--- src/rtl/temp_monitor_pkg.sv ---
// Shared definitions for the temperature alarm monitor: alarm FSM state
// encodings, default threshold/persistence constants and a parameter
// legality check used at elaboration time.
package temp_monitor_pkg;

  // Alarm FSM states, 3-bit encoded.
  typedef enum logic [2:0] {
    ST_NORMAL    = 3'd0,
    ST_PEND_LOW  = 3'd1,
    ST_PEND_HIGH = 3'd2,
    ST_LOW       = 3'd3,
    ST_HIGH      = 3'd4
  } alarm_state_e;

  localparam int DEF_WIDTH   = 8;
  localparam int DEF_LOW_TH  = 35;
  localparam int DEF_HIGH_TH = 39;
  localparam int DEF_HYST    = 1;
  localparam int DEF_PERSIST = 3;
  localparam int DEF_CNT_W   = 8;

  // True when the clear points do not cross each other, the low clear point
  // cannot underflow, and at least one sample is needed to raise an alarm.
  function automatic bit thresholdsLegal(input int lowTh, input int highTh,
                                         input int hyst, input int persist);
    return (persist >= 1) && (hyst <= lowTh) && ((lowTh + hyst) <= (highTh - hyst));
  endfunction

endpackage

--- src/rtl/temp_stats_tracker.sv ---
// Min/max/statsValid tracking for the status/display path. A clear pulse
// restores the empty-statistics values; a sample arriving in the same cycle
// as the clear becomes the first sample of the new window.
module temp_stats_tracker
  import temp_monitor_pkg::*;
#(
  parameter int WIDTH = DEF_WIDTH
) (
  input  logic             clk,
  input  logic             rst,
  input  logic             sampleValid_i,
  input  logic [WIDTH-1:0] sample_i,
  input  logic             clearStats_i,
  output logic [WIDTH-1:0] minTemp_o,
  output logic [WIDTH-1:0] maxTemp_o,
  output logic             statsValid_o
);

  logic [WIDTH-1:0] minTemp_q, minTemp_d;
  logic [WIDTH-1:0] maxTemp_q, maxTemp_d;
  logic             statsValid_q, statsValid_d;

  // Next statistics: apply the clear first so a coincident sample reloads min and max.
  always_comb begin
    minTemp_d    = minTemp_q;
    maxTemp_d    = maxTemp_q;
    statsValid_d = statsValid_q;
    if (clearStats_i) begin
      minTemp_d    = '1;
      maxTemp_d    = '0;
      statsValid_d = 1'b0;
    end
    if (sampleValid_i) begin
      if (sample_i < minTemp_d) begin
        minTemp_d = sample_i;
      end
      if (sample_i > maxTemp_d) begin
        maxTemp_d = sample_i;
      end
      statsValid_d = 1'b1;
    end
  end

  // Statistics registers with asynchronous reset to the empty window.
  always_ff @(posedge clk or posedge rst) begin
    if (rst) begin
      minTemp_q    <= '1;
      maxTemp_q    <= '0;
      statsValid_q <= 1'b0;
    end else begin
      minTemp_q    <= minTemp_d;
      maxTemp_q    <= maxTemp_d;
      statsValid_q <= statsValid_d;
    end
  end

  assign minTemp_o    = minTemp_q;
  assign maxTemp_o    = maxTemp_q;
  assign statsValid_o = statsValid_q;

endmodule

--- src/rtl/temp_alarm_monitor.sv ---
// Temperature alarm monitor: classifies valid samples as low/normal/high,
// raises an alarm only after PERSIST consecutive abnormal valid samples,
// clears it with hysteresis, and counts alarm entries (saturating).
// Min/max statistics are delegated to temp_stats_tracker.
module temp_alarm_monitor
  import temp_monitor_pkg::*;
#(
  parameter int WIDTH   = DEF_WIDTH,
  parameter int LOW_TH  = DEF_LOW_TH,
  parameter int HIGH_TH = DEF_HIGH_TH,
  parameter int HYST    = DEF_HYST,
  parameter int PERSIST = DEF_PERSIST,
  parameter int CNT_W   = DEF_CNT_W
) (
  input  logic             clk,
  input  logic             rst,
  input  logic             sampleValid_i,
  input  logic [WIDTH-1:0] temperature_i,
  input  logic             clearStats_i,
  output logic             lowTempAbnormality_o,
  output logic             highTempAbnormality_o,
  output logic [WIDTH-1:0] minTemp_o,
  output logic [WIDTH-1:0] maxTemp_o,
  output logic             statsValid_o,
  output logic [CNT_W-1:0] eventCount_o
);

  // Reject parameter sets whose clear points overlap or underflow.
  if (!thresholdsLegal(LOW_TH, HIGH_TH, HYST, PERSIST)) begin : gIllegalParams
    $error("temp_alarm_monitor: illegal LOW_TH/HIGH_TH/HYST/PERSIST combination");
  end

  // Thresholds and clear points are folded into WIDTH-bit constants.
  localparam logic [WIDTH-1:0] LOW_TH_C   = WIDTH'(LOW_TH);
  localparam logic [WIDTH-1:0] HIGH_TH_C  = WIDTH'(HIGH_TH);
  localparam logic [WIDTH-1:0] LOW_CLR_C  = WIDTH'(LOW_TH + HYST);
  localparam logic [WIDTH-1:0] HIGH_CLR_C = WIDTH'(HIGH_TH - HYST);

  // Persistence counter only ever needs to reach PERSIST.
  localparam int               PCNT_W    = (PERSIST < 2) ? 1 : $clog2(PERSIST + 1);
  localparam logic [PCNT_W-1:0] PERSIST_C = PCNT_W'(PERSIST);
  localparam logic [PCNT_W-1:0] PCNT_ONE  = PCNT_W'(1);

  alarm_state_e      state_q, state_d;
  logic [PCNT_W-1:0] persistCnt_q, persistCnt_d;
  logic [PCNT_W-1:0] persistInc;
  logic              lowAlarm_q, highAlarm_q;
  logic [CNT_W-1:0]  eventCount_q, eventCount_d;
  logic              rawLow, rawHigh;
  logic              alarmEntry;

  assign rawLow     = temperature_i < LOW_TH_C;
  assign rawHigh    = temperature_i > HIGH_TH_C;
  assign persistInc = persistCnt_q + PCNT_ONE;

  // Next FSM state and persistence count; only valid samples move the FSM.
  always_comb begin
    state_d      = state_q;
    persistCnt_d = persistCnt_q;
    if (sampleValid_i) begin
      case (state_q)
        ST_NORMAL, ST_PEND_LOW, ST_PEND_HIGH: begin
          if (rawHigh) begin
            if (state_q == ST_PEND_HIGH) begin
              if (persistInc == PERSIST_C) begin
                state_d      = ST_HIGH;
                persistCnt_d = '0;
              end else begin
                persistCnt_d = persistInc;
              end
            end else if (PERSIST == 1) begin
              state_d      = ST_HIGH;
              persistCnt_d = '0;
            end else begin
              state_d      = ST_PEND_HIGH;
              persistCnt_d = PCNT_ONE;
            end
          end else if (rawLow) begin
            if (state_q == ST_PEND_LOW) begin
              if (persistInc == PERSIST_C) begin
                state_d      = ST_LOW;
                persistCnt_d = '0;
              end else begin
                persistCnt_d = persistInc;
              end
            end else if (PERSIST == 1) begin
              state_d      = ST_LOW;
              persistCnt_d = '0;
            end else begin
              state_d      = ST_PEND_LOW;
              persistCnt_d = PCNT_ONE;
            end
          end else begin
            state_d      = ST_NORMAL;
            persistCnt_d = '0;
          end
        end
        ST_HIGH: begin
          if (temperature_i <= HIGH_CLR_C) begin
            if (rawLow) begin
              if (PERSIST == 1) begin
                state_d      = ST_LOW;
                persistCnt_d = '0;
              end else begin
                state_d      = ST_PEND_LOW;
                persistCnt_d = PCNT_ONE;
              end
            end else begin
              state_d      = ST_NORMAL;
              persistCnt_d = '0;
            end
          end
        end
        ST_LOW: begin
          if (temperature_i >= LOW_CLR_C) begin
            if (rawHigh) begin
              if (PERSIST == 1) begin
                state_d      = ST_HIGH;
                persistCnt_d = '0;
              end else begin
                state_d      = ST_PEND_HIGH;
                persistCnt_d = PCNT_ONE;
              end
            end else begin
              state_d      = ST_NORMAL;
              persistCnt_d = '0;
            end
          end
        end
        default: begin
          state_d      = ST_NORMAL;
          persistCnt_d = '0;
        end
      endcase
    end
  end

  // An entry is any move into LOW or HIGH from a different state.
  assign alarmEntry = ((state_d == ST_LOW) || (state_d == ST_HIGH)) && (state_d != state_q);

  // Next event count: clear wins over history but still counts a coincident entry.
  always_comb begin
    eventCount_d = eventCount_q;
    if (clearStats_i) begin
      eventCount_d = alarmEntry ? CNT_W'(1) : '0;
    end else if (alarmEntry && (eventCount_q != {CNT_W{1'b1}})) begin
      eventCount_d = eventCount_q + CNT_W'(1);
    end
  end

  // FSM, persistence, alarm flags and event counter registers.
  always_ff @(posedge clk or posedge rst) begin
    if (rst) begin
      state_q      <= ST_NORMAL;
      persistCnt_q <= '0;
      lowAlarm_q   <= 1'b0;
      highAlarm_q  <= 1'b0;
      eventCount_q <= '0;
    end else begin
      state_q      <= state_d;
      persistCnt_q <= persistCnt_d;
      lowAlarm_q   <= (state_d == ST_LOW);
      highAlarm_q  <= (state_d == ST_HIGH);
      eventCount_q <= eventCount_d;
    end
  end

  temp_stats_tracker #(
    .WIDTH(WIDTH)
  ) uStats (
    .clk          (clk),
    .rst          (rst),
    .sampleValid_i(sampleValid_i),
    .sample_i     (temperature_i),
    .clearStats_i (clearStats_i),
    .minTemp_o    (minTemp_o),
    .maxTemp_o    (maxTemp_o),
    .statsValid_o (statsValid_o)
  );

  assign lowTempAbnormality_o  = lowAlarm_q;
  assign highTempAbnormality_o = highAlarm_q;
  assign eventCount_o          = eventCount_q;

endmodule

--- config.mk ---
export PLATFORM = sky130hd
export DESIGN_NAME = temp_alarm_monitor
export DESIGN_NICKNAME = d
export VERILOG_FILES = /design/src/rtl/temp_monitor_pkg.sv /design/src/rtl/temp_stats_tracker.sv /design/src/rtl/temp_alarm_monitor.sv
export SDC_FILE = /design/constraint.sdc
export NUM_CORES = 1
export LEC_CHECK = 0
export CORE_MARGIN = 3
export CORE_UTILIZATION = 40
export CTS_BUF_LIST = sky130_fd_sc_hd__clkbuf_8
export CTS_CLUSTER_DIAMETER = 50
export DETAILED_ROUTE_END_ITERATION = 16
export PLACE_DENSITY = 0.66
export RECOVER_POWER = 25
export SLEW_MARGIN = 25
export SYNTH_ARGS = -nofsm -noshare
export SYNTH_HDL_FRONTEND = slang
export SYNTH_HIERARCHICAL = 1
export SYNTH_SLANG_ARGS = --single-unit
--- constraint.sdc ---
create_clock -name clk -period 1.75 [get_ports clk]
set_input_delay 0.35 -clock clk [delete_from_list [all_inputs] [get_ports clk]]
set_output_delay 0.35 -clock clk [all_outputs]
set_load 0.05 [all_outputs]
==> impl_metrics.py <==
metrics = {
    "setup_path": {
        "critPathMaxFanout": 4,
        "required_ns": 1.95,
        "cp_slowest_cell": "dfstp_2",
        "slowest_delay_ns": 0.56,
        "cp-end-kind": "flip-flop",
        "r2r_slack_ns": -0.29,
        "path_cells": "nor2_4 -> ha_4 -> o211a_1 -> o31ai_2 -> a21oi_1 -> nor4b_2 -> buf_4 -> mux2i_1",
        "cp_num_buf_inv": 1,
        "critPathLaunchType": "flip-flop",
        "crit_family": "flip-flops",
        "crit_arrival_ns": 2.24,
        "path_class": "flip-flop to flip-flop",
    },
    "sta": {
        "setup_viol": 25,
        "fmax_mhz": 490,
        "worst_pin_slew_ns": 0.994,
        "fin_ws_ns": -0.292,
        "relSlewSlack_pct": 33.8,
        "post-route-period-util_pct": 117,
        "min_period_ns": 2.04,
        "slew_violations": 0,
        "rsz0062_at_grt": "yes",
        "final-hold-violation-count": 0,
        "finalClockSkew_ns": 0.00365,
    },
    "routing": {
        "dr.pass1.iters": 6,
        "wl_per_cell_um": 15.9,
        "drt_iter0_drc": 124,
        "antenna_left": 0,
        "avgViaCountPerCell": 5.39,
        "vias": 2095,
        "finalWirelength_um": 6200,
        "drc": 0,
    },
    "synthesis": {
        "synth_top_family_by_area": "simple AND/OR/NAND/NOR gates",
        "muxShareOfSynthArea_pct": 7.79,
        "synth_ff_type": "dfrtp_1",
        "synth_top_area_share_pct": 28.3,
        "syn_nets": 249,
        "synthXorXnorAreaFrac_pct": 0,
        "syn_area_um2": 2120,
        "avgSynthCellArea_um2": 9.60,
        "ys_warn_count": 6,
        "synth_fa_ha_area_share_pct": 9.44,
        "synth_cell_types": 48,
        "synth-simple-area-share_pct": 20.5,
        "synth_edf_count": 0,
        "synthTopCellsByCount": "dfrtp_1, nand2_1, nor2_1",
        "async_flop_share_pct": 100,
        "synth_seq_cells": 32,
        "synth_cells": 221,
        "ys_top_cells_by_area": "dfrtp_1, dfstp_2, ha_1",
        "ys_seq_area_share_pct": 38.2,
        "yosys.cell_count.top_type": "dfrtp_1",
        "synth_compound_area_share_pct": 18.9,
        "synth.largest_area_cell": "dfrtp_1",
    },
    "grt": {
        "grt_pass1_wl_um": 9840,
        "grt-ovfl-total": 0,
        "grt_pass1_vias": 2097,
        "grt_max_degree": 18,
        "track_usage_pct": 20.2,
        "antenna_found_initial": 0,
    },
    "clock_network": {
        "insertion_delay_ns": 0.29,
        "clk_pin_slew_ns": 0.07,
        "cts_tree": "done",
        "ctsRootBufferMaster": "clkbuf_8",
        "htree_levels": 2,
        "cts.sinks": 32,
        "holdBufCountCts": 0,
        "numCtsBuffers": 5,
        "clk_path_buf_depth": 2,
    },
    "status": {
        "status": "finished, violations left",
        "violations": "negative setup slack",
    },
    "final_layout": {
        "stdcell_count": 389,
        "drive_gt1_share_pct": 54.0,
        "final_core_util_pct": 70.8,
        "fillCellCount": 374,
        "nets": 349,
        "area_growth_pct": 63.8,
        "diodes": 0,
    },
    "worst_hold_path": {
        "hold_class": "input port to flip-flop",
    },
    "placement": {
        "place_congestion": 0.850,
        "dp_cells": 371,
        "dp_hpwl_um": 4160,
        "port_buffers": 38,
    },
    "floorplan": {
        "initial_utilization_pct": 43.2,
        "die-area_um2": 6210,
        "std_cell_rows": 25,
        "dieHeight_um": 78.8,
        "die_w_um": 78.8,
        "io_pins": 39,
        "coreArea_um2": 4910,
    },
    "power": {
        "power.leakage_nw": 1.56,
        "worst_ir_drop_vdd_mv": 0.474,
        "power_density_nw_per_um2": 742,
    },
    "flow_run": {
        "drv_cap": 0,
    },
}
tightest hold or removal path, cell delays in order:
cell and delay [ns]:
buf_2 0.11, buf_6 0.13, inv_1 0.07, mux2i_1 0.07
stage by stage:
| stage | cell area, um^2 | total power (W) | hold slack [ns] | worst slack (ns) | TNS (ns) |
|---|---|---|---|---|---|
| final | 3470 | 0.00258 | 0.445 | -0.292 | -3.81 |
| after global routing | 3470 | 0.00272 | 0.446 | -0.371 | -5.23 |
| after CTS | 3330 | 0.00253 | 0.403 | -0.357 | -3.80 |
| after detailed placement | 3010 | 0.00183 | 0.478 | -0.897 | -22.64 |
| after global placement | 3010 | 0.00182 | 0.473 | -0.788 | -20.50 |
| after floorplan | 2190 | 0.00142 | 0.251 | -0.415 | -5.17 |
report_power, final:
part	total [W]	switching (W)	leakage [nW]	internal, W
clock network	0.000608	0.000294	0.0510	0.000314
registers	0.000886	0.0000558	0.389	0.000830
logic	0.00108	0.000581	1.12	0.000504
flip-flops by register name (all words and copies together), names as in the netlist:
| name | cells |
|---|---|
| persistCnt_q | 2 |
| lowTempAbnormality_o | 1 |
| uStats/minTemp_o | 8 |
| eventCount_o | 8 |
| uStats/maxTemp_o | 8 |
| state_q | 3 |
| uStats/statsValid_o | 1 |
| highTempAbnormality_o | 1 |
layout make-up:
class	instances	area (um^2)	share of cell area (%)
multi-input combinational	167	1500	43.2
timing repair buffer	100	908	26.1
sequential	32	821	23.6
tap	67	83.8	2.41
clock buffer	6	82.6	2.38
inverter	15	68.8	1.98
clock inverter	2	10.0	0.288
logic make-up (layout without fill, tap and decap cells):
kind of cell / Yosys count / in the layout
adder cells (fa/ha/maj): 16 / 16
AND/OR/NAND/NOR: 77 / 77
AO/OA/AOI/OAI: 57 / 58
multiplexers: 16 / 16
flip-flops: 32 / 32
buffers and inverters: 23 / 123
layout by cell type (no fill, tap or decap), drive strengths merged, types with 4 or more instances in the layout:
cell and n:
o31ai 6, mux2i 15, ha 16, dfrtp 24, clkbuf 9, nand3 7
buf 92, a21oi 21, or3 4, inv 14, o21ai 15, nand4 6
nand2 19, and3 4, nor2b 4, nor2 18, dfstp 8
final timing paths:
path / start / to / cells past startpoint
max reg2reg: uStats/minTemp_o[1]$_DFF_PP1_ / uStats/minTemp_o[3]$_DFF_PP1_ / 8
min in group asynchronous: rst / eventCount_o[5]$_DFFE_PP0P_ / 3
min: temperature_i[7] / uStats/minTemp_o[7]$_DFF_PP1_ / 4
max: uStats/minTemp_o[1]$_DFF_PP1_ / uStats/minTemp_o[3]$_DFF_PP1_ / 8
min reg2reg: uStats/statsValid_o$_DFFE_PP0P_ / uStats/statsValid_o$_DFFE_PP0P_ / 1
max in group asynchronous: rst / uStats/maxTemp_o[5]$_DFF_PP0_ / 3
layer usage:
metal / share of wire, % / global-route usage, % / up-vias
li1: - / - / 1017
met1: 44 / 26.2 / 1006
met2: 50 / 32.8 / 62
met3: 4.2 / 4.76 / 10
met4: 1.8 / 7.73 / 0
met5: 0 / 0 / -
what timing repair did:
action	4_1_cts	5_1_grt
setup buffers	7	3
pin swaps	24	27
setup endpoints to repair	30	28
resized for setup	62	34
cloned	2	0
Note: power is estimated with default switching activity, not from simulation.
